--- src/rtl/imem_arbiter.sv ---
// imem_arbiter: arbitrates one single-port instruction memory between an
// instruction-fetch port and a debug/loader port.
//
// Ports
//   clk, reset          sole clock; synchronous active-high reset
//   f_req/f_addr        fetch read request, byte address
//   f_gnt               fetch accepted this cycle (combinational)
//   f_rvalid/f_rdata    fetch read response, one cycle after f_gnt
//   f_err               misaligned fetch address, pulsed with f_rvalid
//   d_req/d_we/d_addr/d_wdata  debug read/write request
//   d_lock              debug exclusive access; halts fetch while held
//   d_gnt               debug accepted this cycle (combinational)
//   d_rvalid/d_rdata    debug read response (reads only)
//   locked              high while the arbiter is in LOCK
//   mem_*               memory port; mem_rdata valid one cycle after a read
//
// Fetch wins arbitration in RUN, but a waiting debug request is forced
// through after STARVE_MAX consecutive fetch grants.
module imem_arbiter #(
   parameter int STARVE_MAX = 4,
   parameter int AW         = 14
) (
   input  logic          clk,
   input  logic          reset,
   // fetch port
   input  logic          f_req,
   input  logic [31:0]   f_addr,
   output logic          f_gnt,
   output logic          f_rvalid,
   output logic [31:0]   f_rdata,
   output logic          f_err,
   // debug / loader port
   input  logic          d_req,
   input  logic          d_we,
   input  logic [31:0]   d_addr,
   input  logic [31:0]   d_wdata,
   input  logic          d_lock,
   output logic          d_gnt,
   output logic          d_rvalid,
   output logic [31:0]   d_rdata,
   output logic          locked,
   // memory port
   output logic          mem_en,
   output logic          mem_we,
   output logic [AW-1:0] mem_addr,
   output logic [31:0]   mem_wdata,
   input  logic [31:0]   mem_rdata
);

   localparam int            SW         = $clog2(STARVE_MAX + 1);
   localparam logic [SW-1:0] STARVE_LIM = SW'(STARVE_MAX);

   typedef enum logic {RUN, LOCK} state_t;

   state_t        state_q;
   logic [SW-1:0] starve_q, starve_d;

   // Read-response pipeline: one stage, matching the memory's latency.
   logic          f_pend_q;
   logic          f_mis_q;
   logic          d_pend_q;
   logic [31:0]   f_hold_q;
   logic [31:0]   d_hold_q;

   logic          f_gnt_c, d_gnt_c;

   // Only the word index of each address reaches the memory; the upper
   // bits wrap and the debug byte offset is meaningless.
   logic unused_addr_bits;
   assign unused_addr_bits = ^{f_addr[31:AW+2], d_addr[31:AW+2], d_addr[1:0]};

   // ---------------------------------------------------------------
   // Arbitration (combinational). Reset masks every grant.
   // ---------------------------------------------------------------
   always_comb begin
      f_gnt_c = 1'b0;
      d_gnt_c = 1'b0;
      if (!reset) begin
         if (state_q == LOCK) begin
            d_gnt_c = d_req;
         end else begin
            d_gnt_c = d_req & (~f_req | (starve_q == STARVE_LIM));
            f_gnt_c = f_req & ~d_gnt_c;
         end
      end
   end

   // Starvation counter: counts fetch wins over a waiting debug request.
   always_comb begin
      starve_d = starve_q;
      if (d_gnt_c || !d_req)
         starve_d = '0;
      else if (f_gnt_c && (starve_q != STARVE_LIM))
         starve_d = starve_q + 1'b1;
   end

   // ---------------------------------------------------------------
   // Memory port: at most one grant, so a simple priority mux suffices.
   // ---------------------------------------------------------------
   always_comb begin
      mem_en    = f_gnt_c | d_gnt_c;
      mem_we    = d_gnt_c & d_we;
      mem_addr  = '0;
      mem_wdata = '0;
      if (d_gnt_c) begin
         mem_addr = d_addr[AW+1:2];
         if (d_we)
            mem_wdata = d_wdata;
      end else if (f_gnt_c) begin
         mem_addr = f_addr[AW+1:2];
      end
   end

   // ---------------------------------------------------------------
   // State: FSM, starvation counter, response pipeline, data holds.
   // ---------------------------------------------------------------
   always_ff @(posedge clk) begin
      if (reset) begin
         state_q  <= RUN;
         starve_q <= '0;
         f_pend_q <= 1'b0;
         f_mis_q  <= 1'b0;
         d_pend_q <= 1'b0;
         f_hold_q <= '0;
         d_hold_q <= '0;
      end else begin
         // LOCK follows d_lock with one edge of delay in both directions.
         case (state_q)
            RUN:     if (d_lock)  state_q <= LOCK;
            LOCK:    if (!d_lock) state_q <= RUN;
            default: state_q <= RUN;
         endcase
         starve_q <= starve_d;
         f_pend_q <= f_gnt_c;
         f_mis_q  <= f_gnt_c & (f_addr[1:0] != 2'b00);
         d_pend_q <= d_gnt_c & ~d_we;
         // Capture the delivered word so rdata holds once rvalid drops.
         if (f_pend_q) f_hold_q <= mem_rdata;
         if (d_pend_q) d_hold_q <= mem_rdata;
      end
   end

   // ---------------------------------------------------------------
   // Outputs. Responses pass mem_rdata straight through in the valid
   // cycle; reset suppresses any response due in the cycle it is high.
   // ---------------------------------------------------------------
   assign f_gnt    = f_gnt_c;
   assign d_gnt    = d_gnt_c;
   assign f_rvalid = f_pend_q & ~reset;
   assign d_rvalid = d_pend_q & ~reset;
   assign f_err    = f_mis_q & f_rvalid;
   assign f_rdata  = reset ? 32'h0 : (f_pend_q ? mem_rdata : f_hold_q);
   assign d_rdata  = reset ? 32'h0 : (d_pend_q ? mem_rdata : d_hold_q);
   assign locked   = (state_q == LOCK) & ~reset;

endmodule

--- config.mk ---
export PLATFORM = sky130hd
export DESIGN_NAME = imem_arbiter
export DESIGN_NICKNAME = d
export VERILOG_FILES = /design/src/rtl/imem_arbiter.sv
export SDC_FILE = /design/constraint.sdc
export NUM_CORES = 1
export LEC_CHECK = 0
export ABC_AREA = 1
export CAP_MARGIN = 5
export CORE_ASPECT_RATIO = 2
export CORE_UTILIZATION = 25
export DETAILED_ROUTE_END_ITERATION = 12
export PLACE_DENSITY = 0.64
export SLEW_MARGIN = 40
export SYNTH_ARGS = -nofsm -noshare
export SYNTH_HDL_FRONTEND = slang
export SYNTH_SLANG_ARGS = --single-unit
--- constraint.sdc ---
create_clock -name clk -period 1.4 [get_ports clk]
set_input_delay 0.28 -clock clk [delete_from_list [all_inputs] [get_ports clk]]
set_output_delay 0.28 -clock clk [all_outputs]
set_load 0.03 [all_outputs]
==> results of run 1 <==
[cells by family after synthesis]
| family | Yosys count | share of synthesized area [%] |
|---|---|---|
| simple gates | 257 | 33.86 |
| fa+ha+maj | 2 | 0.8109 |
| buf+inv | 44 | 8.597 |
| flops | 71 | 46.07 |
| xor+xnor | 1 | 0.2839 |
| compound gates | 64 | 10.38 |
[registers in the layout (all words and copies together), names as in the netlist]
name,flops
f_pend_q,1
d_hold_q,32
state_q,1
starve_q,3
f_hold_q,32
d_pend_q,1
f_mis_q,1
[cells in the final DEF (no fill, tap or decap), types with 4 or more instances in the layout]
master           instances
clkdlybuf4s50_1         96
nor2_4                 119
buf_4                   64
nor2_2                  43
nand2_2                 13
clkbuf_16               10
nand3_2                  6
nand3_1                 22
inv_2                    4
inv_1                    5
nand2_1                 37
buf_12                  29
nor2_1                  10
nand2_4                  4
buf_16                   9
o21ai_2                 31
dfxtp_1                 67
o21ai_4                 32
buf_6                  104
[per-stage QoR]
stage	hold slack (ns)	setup WS, ns
floorplan	0.3512	-0.07321
global placement	0.4870	-0.4232
global route	0.3624	-0.5168
CTS	0.3377	-0.4579
finish	0.3459	-0.4356
detailed placement	0.4934	-0.4441
[critical path, cell delays in order (launching register included)]
cell     delay, ns
dfxtp_2       0.32
inv_2         0.06
ha_4          0.13
nand2_4       0.05
nand3_4       0.11
nand2_8       0.10
buf_12        0.16
nor2_4        0.14
buf_12        0.14
[power groups by stage]
stage / clock, uW / sequential (uW) / combinational, uW
final: 2280 / 2200 / 2110
after global routing: 2400 / 2200 / 2210
after CTS: 2310 / 2180 / 1990
after detailed placement: 0 / 2190 / 1440
after global placement: 0 / 2190 / 1430
after floorplan: 0 / 2180 / 717
[path summary, 6_finish.rpt]
| path | startpoint | to | slack [ns] | depth (start not counted) |
|---|---|---|---|---|
| max | starve_q[1]$_SDFFE_PP0P_ | mem_wdata[27] | -0.44 | 8 |
| min | reset | state_q$_SDFF_PP0_ | 0.35 | 3 |
| max reg2reg | d_pend_q$_SDFF_PP0_ | d_hold_q[26]$_DFF_P_ | 0.02 | 7 |
| min reg2reg | d_hold_q[2]$_DFF_P_ | d_hold_q[2]$_DFF_P_ | 0.51 | 2 |
[area by class of cell]
class	count	share of cell area, %
clock buffer	10	2.682
clock inverter	6	0.8061
inverter	14	1.011
multi-input combinational	324	34.78
sequential	71	16.77
tap	147	2.154
timing repair buffer	309	41.80
[per-layer routing]
layer | track usage, % | share of wire [%]
met1 | 22.00 | 30
met2 | 47.30 | 60
met3 | 5.387 | 4.9
met4 | 13.72 | 5.2
met5 | 0 | 0
[timing repair]
action	CTS	global route
hold endpoints to repair	0	0
cloned	15	1
setup buffers	41	7
pin swaps	100	44
setup endpoints to repair	118	117
resized for setup	358	132
==> results.md, run 1 <==
- FF+latch count, synth: 71
- Htree depth: 3
- Reg power frac: 33.4%
- Status: complete, but fails checks
- Net Sw Frac: 31.07%
- Vias in the first global route: 4515
- Fraction of layout cells with a size suffix above 1: 66.76%
- Setup-failing EPs final: 117
- Sink Count: 71
- Yosys warning count: 0
- Register area share after synthesis: 46.07%
- RSZ-0062 raised after global routing: yes
- CTS Buf Count: 9
- Final Max Tran Viols: 0
- Total Power: 6582 uW
- Yosys cell types: 22
- Diodes inserted: 0
- Pint: 4537 uW
- Footprint of the multi-input gates: 2969 sq um
- Antenna violations before repair: 0
- List of most frequent post-synthesis cells: 167 x nor2_1, 71 x dfxtp_1, 55 x o21ai_0, 53 x nand2_1, 28 x nand3_1
- Aggregate global routing overflow: 0
- Worst-Margin Slew: 0.2802 ns
- Std cell rows: 57
- LEAKAGE: 0.003360 uW
- Cell count after placement: 810
- Min Tclk post-route: 1.836 ns
- Failing checks: negative setup slack
- CP Max Fanout: 7
- Final worst slack: -0.4356 ns
- Initial core utilization: 25.60%
- Post-synth EDFFs: 0
- Cell area after synthesis: 3085 sq um
- Nets: 865
- Detail Route Antenna Nets: 0
- Routed wire length: 15.85 mm
- Area leader, netlist: dfxtp_1
- Register area: 1431 sq um
- Root Driver: clkbuf_16
- First-pass GRT wire length: 23.09 mm
- Hold buffers post-CTS: 0
- Fillers: 835
- Avg Inst Size Synth: 7.028 sq um
- Worst min path class: in2reg
- CP Capture Type: primary output
- Fin crit share: 131.1%
- Vias per cell: 4.757
- DIE HEIGHT: 159.1 um
- Full die area: 12820 sq um
- Synth top area cells: dfxtp_1 46%, nor2_1 20%, o21ai_0 8.9%, nand2_1 6.4%, nand3_1 4.5%
- Total track usage: 24.46%
- NetSw: 2045 uW
- Synth-to-layout area growth: 176.7%
- Logic pwr share: 32.0%
- Count leader, synth: nor2_1
- Clk pin slew, worst setup/hold paths: 0.05 ns
- Final hold vios: 0
- Post-Layout Inst Area: 8537 sq um
- Async SR Flop Fraction: 0%
- Die W: 80.56 um
- Synth Instances: 439
- Drt drc: 0
- Pin count of the biggest net entering global routing: 33
- Final Util: 70.83%
- Cell Area, Placed: 5891 sq um
- Worst Path Class, Setup: reg2out
- TNS Setup: -36.22 ns
- Crit path required time: 1.12 ns
- DRT Pass-1 Iters: 6
- Initial DRC count: 80
- Max VDD drop: 0.6856 mV
- Core Box Area: 12050 sq um
- Pwr per Cell Area: 771.0 nW/um^2
- Post-Layout Cell Count: 881
- Vias: 4191
- Worst-Skew Late Latency: 0.33 ns
- Final HPWL DP: 9.109 mm
- Input/output buffers: 217
- CTS tree: yes
- Io pins: 252
- Gpl congestion: 0.8415
- Max-cap violations: 0
- Area share of the largest cell type after synthesis: 46.07%
- Relative slew slack: 81.26%
- Prevailing post-synth register cell: dfxtp_1
- Final Skew: 0.006598 ns
- DR WL/cell: 17.99 um
- Mapped Nets: 575
- Maximum root-to-sink buffer count: 2
- Critical Path Source Type: register
- Critical Path AT: 1.56 ns
- Fmax achieved: 544.8 MHz
- Clock power share: 34.6%
(Power assumes the default switching activity.)
==> run 2: changes to the inputs <==
ABC_AREA = unset   (was 1)
PLACE_DENSITY = 0.65   (was 0.64)
==> run 2 against run 1 <==
Effect of this change:
- the run still ends with negative setup slack left
- count of clock-buffer cells in the layout fell by 1
- die area fell by 3.1%
- synthesized cell count fell by 32%
- combinational power fell by 28%
- critical endpoint is now mem_addr[4]
- largest power group is now sequential cells
==> results.md, run 2 <==
- Initial DRC count: 92 (was 80)
- Net Sw Frac: 28.17% (was 31.07%)
- Sink Count: 71 (unchanged)
- Total Power: 5782 uW (was 6582 uW)
- LEAKAGE: 0.002746 uW (was 0.003360 uW)
- Initial core utilization: 25.52% (was 25.60%)
- Fmax achieved: 507.7 MHz (was 544.8 MHz)
- Final Skew: 0.008268 ns (was 0.006598 ns)
- Input/output buffers: 217 (unchanged)
- Total track usage: 17.99% (was 24.46%)
- Clk pin slew, worst setup/hold paths: 0.05 ns (about the same)
- Area share of the largest cell type after synthesis: 47.59% (was 46.07%)
- Detail Route Antenna Nets: 0 (unchanged)
- Vias per cell: 4.510 (was 4.757)
- Failing checks: negative setup slack (unchanged)
- Min Tclk post-route: 1.970 ns (was 1.836 ns)
- Maximum root-to-sink buffer count: 2 (unchanged)
- Fraction of layout cells with a size suffix above 1: 61.14% (was 66.76%)
- Full die area: 12410 sq um (was 12820 sq um)
- Pint: 4153 uW (was 4537 uW)
- Setup-failing EPs final: 117 (unchanged)
- Async SR Flop Fraction: 0% (unchanged)
- Final HPWL DP: 8.048 mm (was 9.109 mm)
- Aggregate global routing overflow: 0 (unchanged)
- Status: complete, but fails checks (unchanged)
- Most frequent cells in the layout: 103 x buf_6, 96 x clkdlybuf4s50_1, 66 x dfxtp_1, 58 x nor2_2, 32 x and3_4 (was 119 x nor2_4, 104 x buf_6, 96 x clkdlybuf4s50_1, 67 x dfxtp_1, 64 x buf_4)
- Prevailing post-synth register cell: dfxtp_1 (unchanged)
- Cell count after placement: 653 (was 810)
- Final Max Tran Viols: 0 (unchanged)
- First-pass GRT wire length: 16.79 mm (was 23.09 mm)
- Root Driver: clkbuf_16 (unchanged)
- Logic pwr share: 26.3% (was 32.0%)
- Fin crit share: 140.7% (was 131.1%)
- Drt drc: 0 (unchanged)
- Critical Path Source Type: register (unchanged)
- Routed wire length: 11.32 mm (was 15.85 mm)
- CTS Buf Count: 9 (unchanged)
- Max-cap violations: 0 (unchanged)
- CTS tree: yes (unchanged)
- Commonest non-fill, non-tap cell in the layout: buf_6 (was nor2_4)
- CP Capture Type: primary output (unchanged)
- DIE HEIGHT: 156.6 um (was 159.1 um)
- Synth top area cells: dfxtp_1 48%, mux2i_1 21%, nor2_1 8.3%, and3_1 6.7%, a22o_2 4.0% (was dfxtp_1 46%, nor2_1 20%, o21ai_0 8.9%, nand2_1 6.4%, nand3_1 4.5%)
- List of most frequent post-synthesis cells: 71 x dfxtp_1, 66 x nor2_1, 64 x mux2i_1, 32 x and3_1, 12 x a22o_2 (was 167 x nor2_1, 71 x dfxtp_1, 55 x o21ai_0, 53 x nand2_1, 28 x nand3_1)
- Worst min path class: in2reg (unchanged)
- DRT Pass-1 Iters: 5 (was 6)
- FF+latch count, synth: 71 (unchanged)
- Io pins: 252 (unchanged)
- Core Box Area: 11700 sq um (was 12050 sq um)
- Max VDD drop: 0.5511 mV (was 0.6856 mV)
- NetSw: 1629 uW (was 2045 uW)
- Yosys cell types: 25 (was 22)
- Pwr per Cell Area: 824.3 nW/um^2 (was 771.0 nW/um^2)
- CP Max Fanout: 8 (was 7)
- Final hold vios: 0 (unchanged)
- Vias: 3103 (was 4191)
- Crit path required time: 1.12 ns (about the same)
- Hold buffers post-CTS: 0 (unchanged)
- Worst Path Class, Setup: reg2out (unchanged)
- Post-synth EDFFs: 0 (unchanged)
- Antenna violations before repair: 0 (unchanged)
- Worst-Skew Late Latency: 0.33 ns (about the same)
- Synth Instances: 298 (was 439)
- Relative slew slack: 61.14% (was 81.26%)
- Nets: 674 (was 865)
- Diodes inserted: 0 (unchanged)
- Post-Layout Cell Count: 688 (was 881)
- Gpl congestion: 0.8060 (was 0.8415)
- Cell area after synthesis: 2987 sq um (was 3085 sq um)
- Avg Inst Size Synth: 10.02 sq um (was 7.028 sq um)
- Pin count of the biggest net entering global routing: 51 (was 33)
- Yosys warning count: 0 (unchanged)
- Critical Path AT: 1.69 ns (was 1.56 ns)
- Htree depth: 3 (unchanged)
- Count leader, synth: dfxtp_1 (was nor2_1)
- Std cell rows: 56 (was 57)
- Reg power frac: 36.8% (was 33.4%)
- Worst-Margin Slew: 0.5829 ns (was 0.2802 ns)
- Register area share after synthesis: 47.59% (was 46.07%)
- Largest registers: d_hold_q (32), f_hold_q (32), starve_q (3) (unchanged)
- Die W: 79.29 um (was 80.56 um)
- Synth-to-layout area growth: 134.9% (was 176.7%)
- DR WL/cell: 16.45 um (was 17.99 um)
- Mapped Nets: 434 (was 575)
- RSZ-0062 raised after global routing: yes (unchanged)
- Clock power share: 36.9% (was 34.6%)
- Vias in the first global route: 3319 (was 4515)
- Area leader, netlist: dfxtp_1 (unchanged)
- Final worst slack: -0.5696 ns (was -0.4356 ns)
==> run 2: cell types whose count changed in the layout (fill, tap and decap cells not counted), sizes merged, moves of 14 or more <==
cell	delta
a22o	+14
nor2	-106
nand3	-28
o21ai	-64
and3	+31
buf	-54
nand2	-53
mux2i	+64
==> run 2: final timing paths <==
path                             from                  endpoint  slack (ns)  cells past startpoint
max          starve_q[0]$_SDFFE_PP0P_               mem_addr[4]       -0.57                      7
min                             reset  starve_q[1]$_SDFFE_PP0P_        0.37                      4
max reg2reg  starve_q[0]$_SDFFE_PP0P_        f_mis_q$_SDFF_PP0_        0.17                      6
min reg2reg  starve_q[0]$_SDFFE_PP0P_  starve_q[0]$_SDFFE_PP0P_        0.52                      2
==> run 2: power by group through the flow <==
stage	registers [uW]	logic, uW	clock network (uW)
4_1_cts	2120	1430	2210
5_1_grt	2130	1590	2300
2_1_floorplan	2150	637	0
6_report	2130	1520	2130
3_5_place_dp	2160	1240	0
3_3_place_gp	2160	1230	0
==> run 2: cells by family after synthesis <==
group / count (synthesis) / share of synthesized area, %
flip-flops: 71 / 47.59
adder cells (fa/ha/maj): 2 / 0.8377
buffers and inverters: 29 / 5.488
AND/OR/NAND/NOR: 115 / 18.94
XOR/XNOR: 1 / 0.2933
multiplexers: 64 / 21.45
AO/OA/AOI/OAI: 16 / 5.405
==> run 2: critical path, cell delays in order, from the launching register on <==
cell,delay [ns]
dfxtp_2,0.32
inv_2,0.06
ha_4,0.14
nand3_2,0.07
and3b_2,0.25
clkbuf_16,0.18
a22o_4,0.22
buf_6,0.14
==> run 2: what timing repair did <==
action	CTS	global route
cloned	6	2
buffers inserted	10	5
pin swaps	8	17
endpoints found under the setup margin	117	117
resized for setup	127	63
==> run 2: layout make-up <==
class                           count  area, sq um
Fill cell                         947         4687
Tap cell                          145        181.4
Sequential cell                    71         1433
Clock buffer                        9        225.2
Multi-Input combinational cell    198         2146
Clock inverter                      7        61.31
Timing Repair Buffer              255         2957
Inverter                            3        11.26
==> run 2: per-layer routing <==
layer	GRT usage (%)	up-vias	wire length [um]
li1	-	1501	-
met1	16.90	1442	3724
met2	34.48	146	6479
met3	5.773	14	878
met4	7.532	0	238
met5	0	-	0
==> run 2: stage by stage <==
stage / hold WS [ns] / setup TNS [ns] / utilization [%] / setup WS, ns / cell area, sq um
6_report: 0.3722 / -45.30 / 59.94 / -0.5696 / 7014
5_1_grt: 0.3822 / -52.05 / 59.94 / -0.6289 / 7014
4_1_cts: 0.3650 / -47.66 / 57.13 / -0.6039 / 6685
3_5_place_dp: 0.4878 / -37.21 / 48.49 / -0.5601 / 5674
3_3_place_gp: 0.4815 / -35.84 / 48.49 / -0.5566 / 5674
2_1_floorplan: 0.3516 / -3.373 / - / -0.1598 / 3417
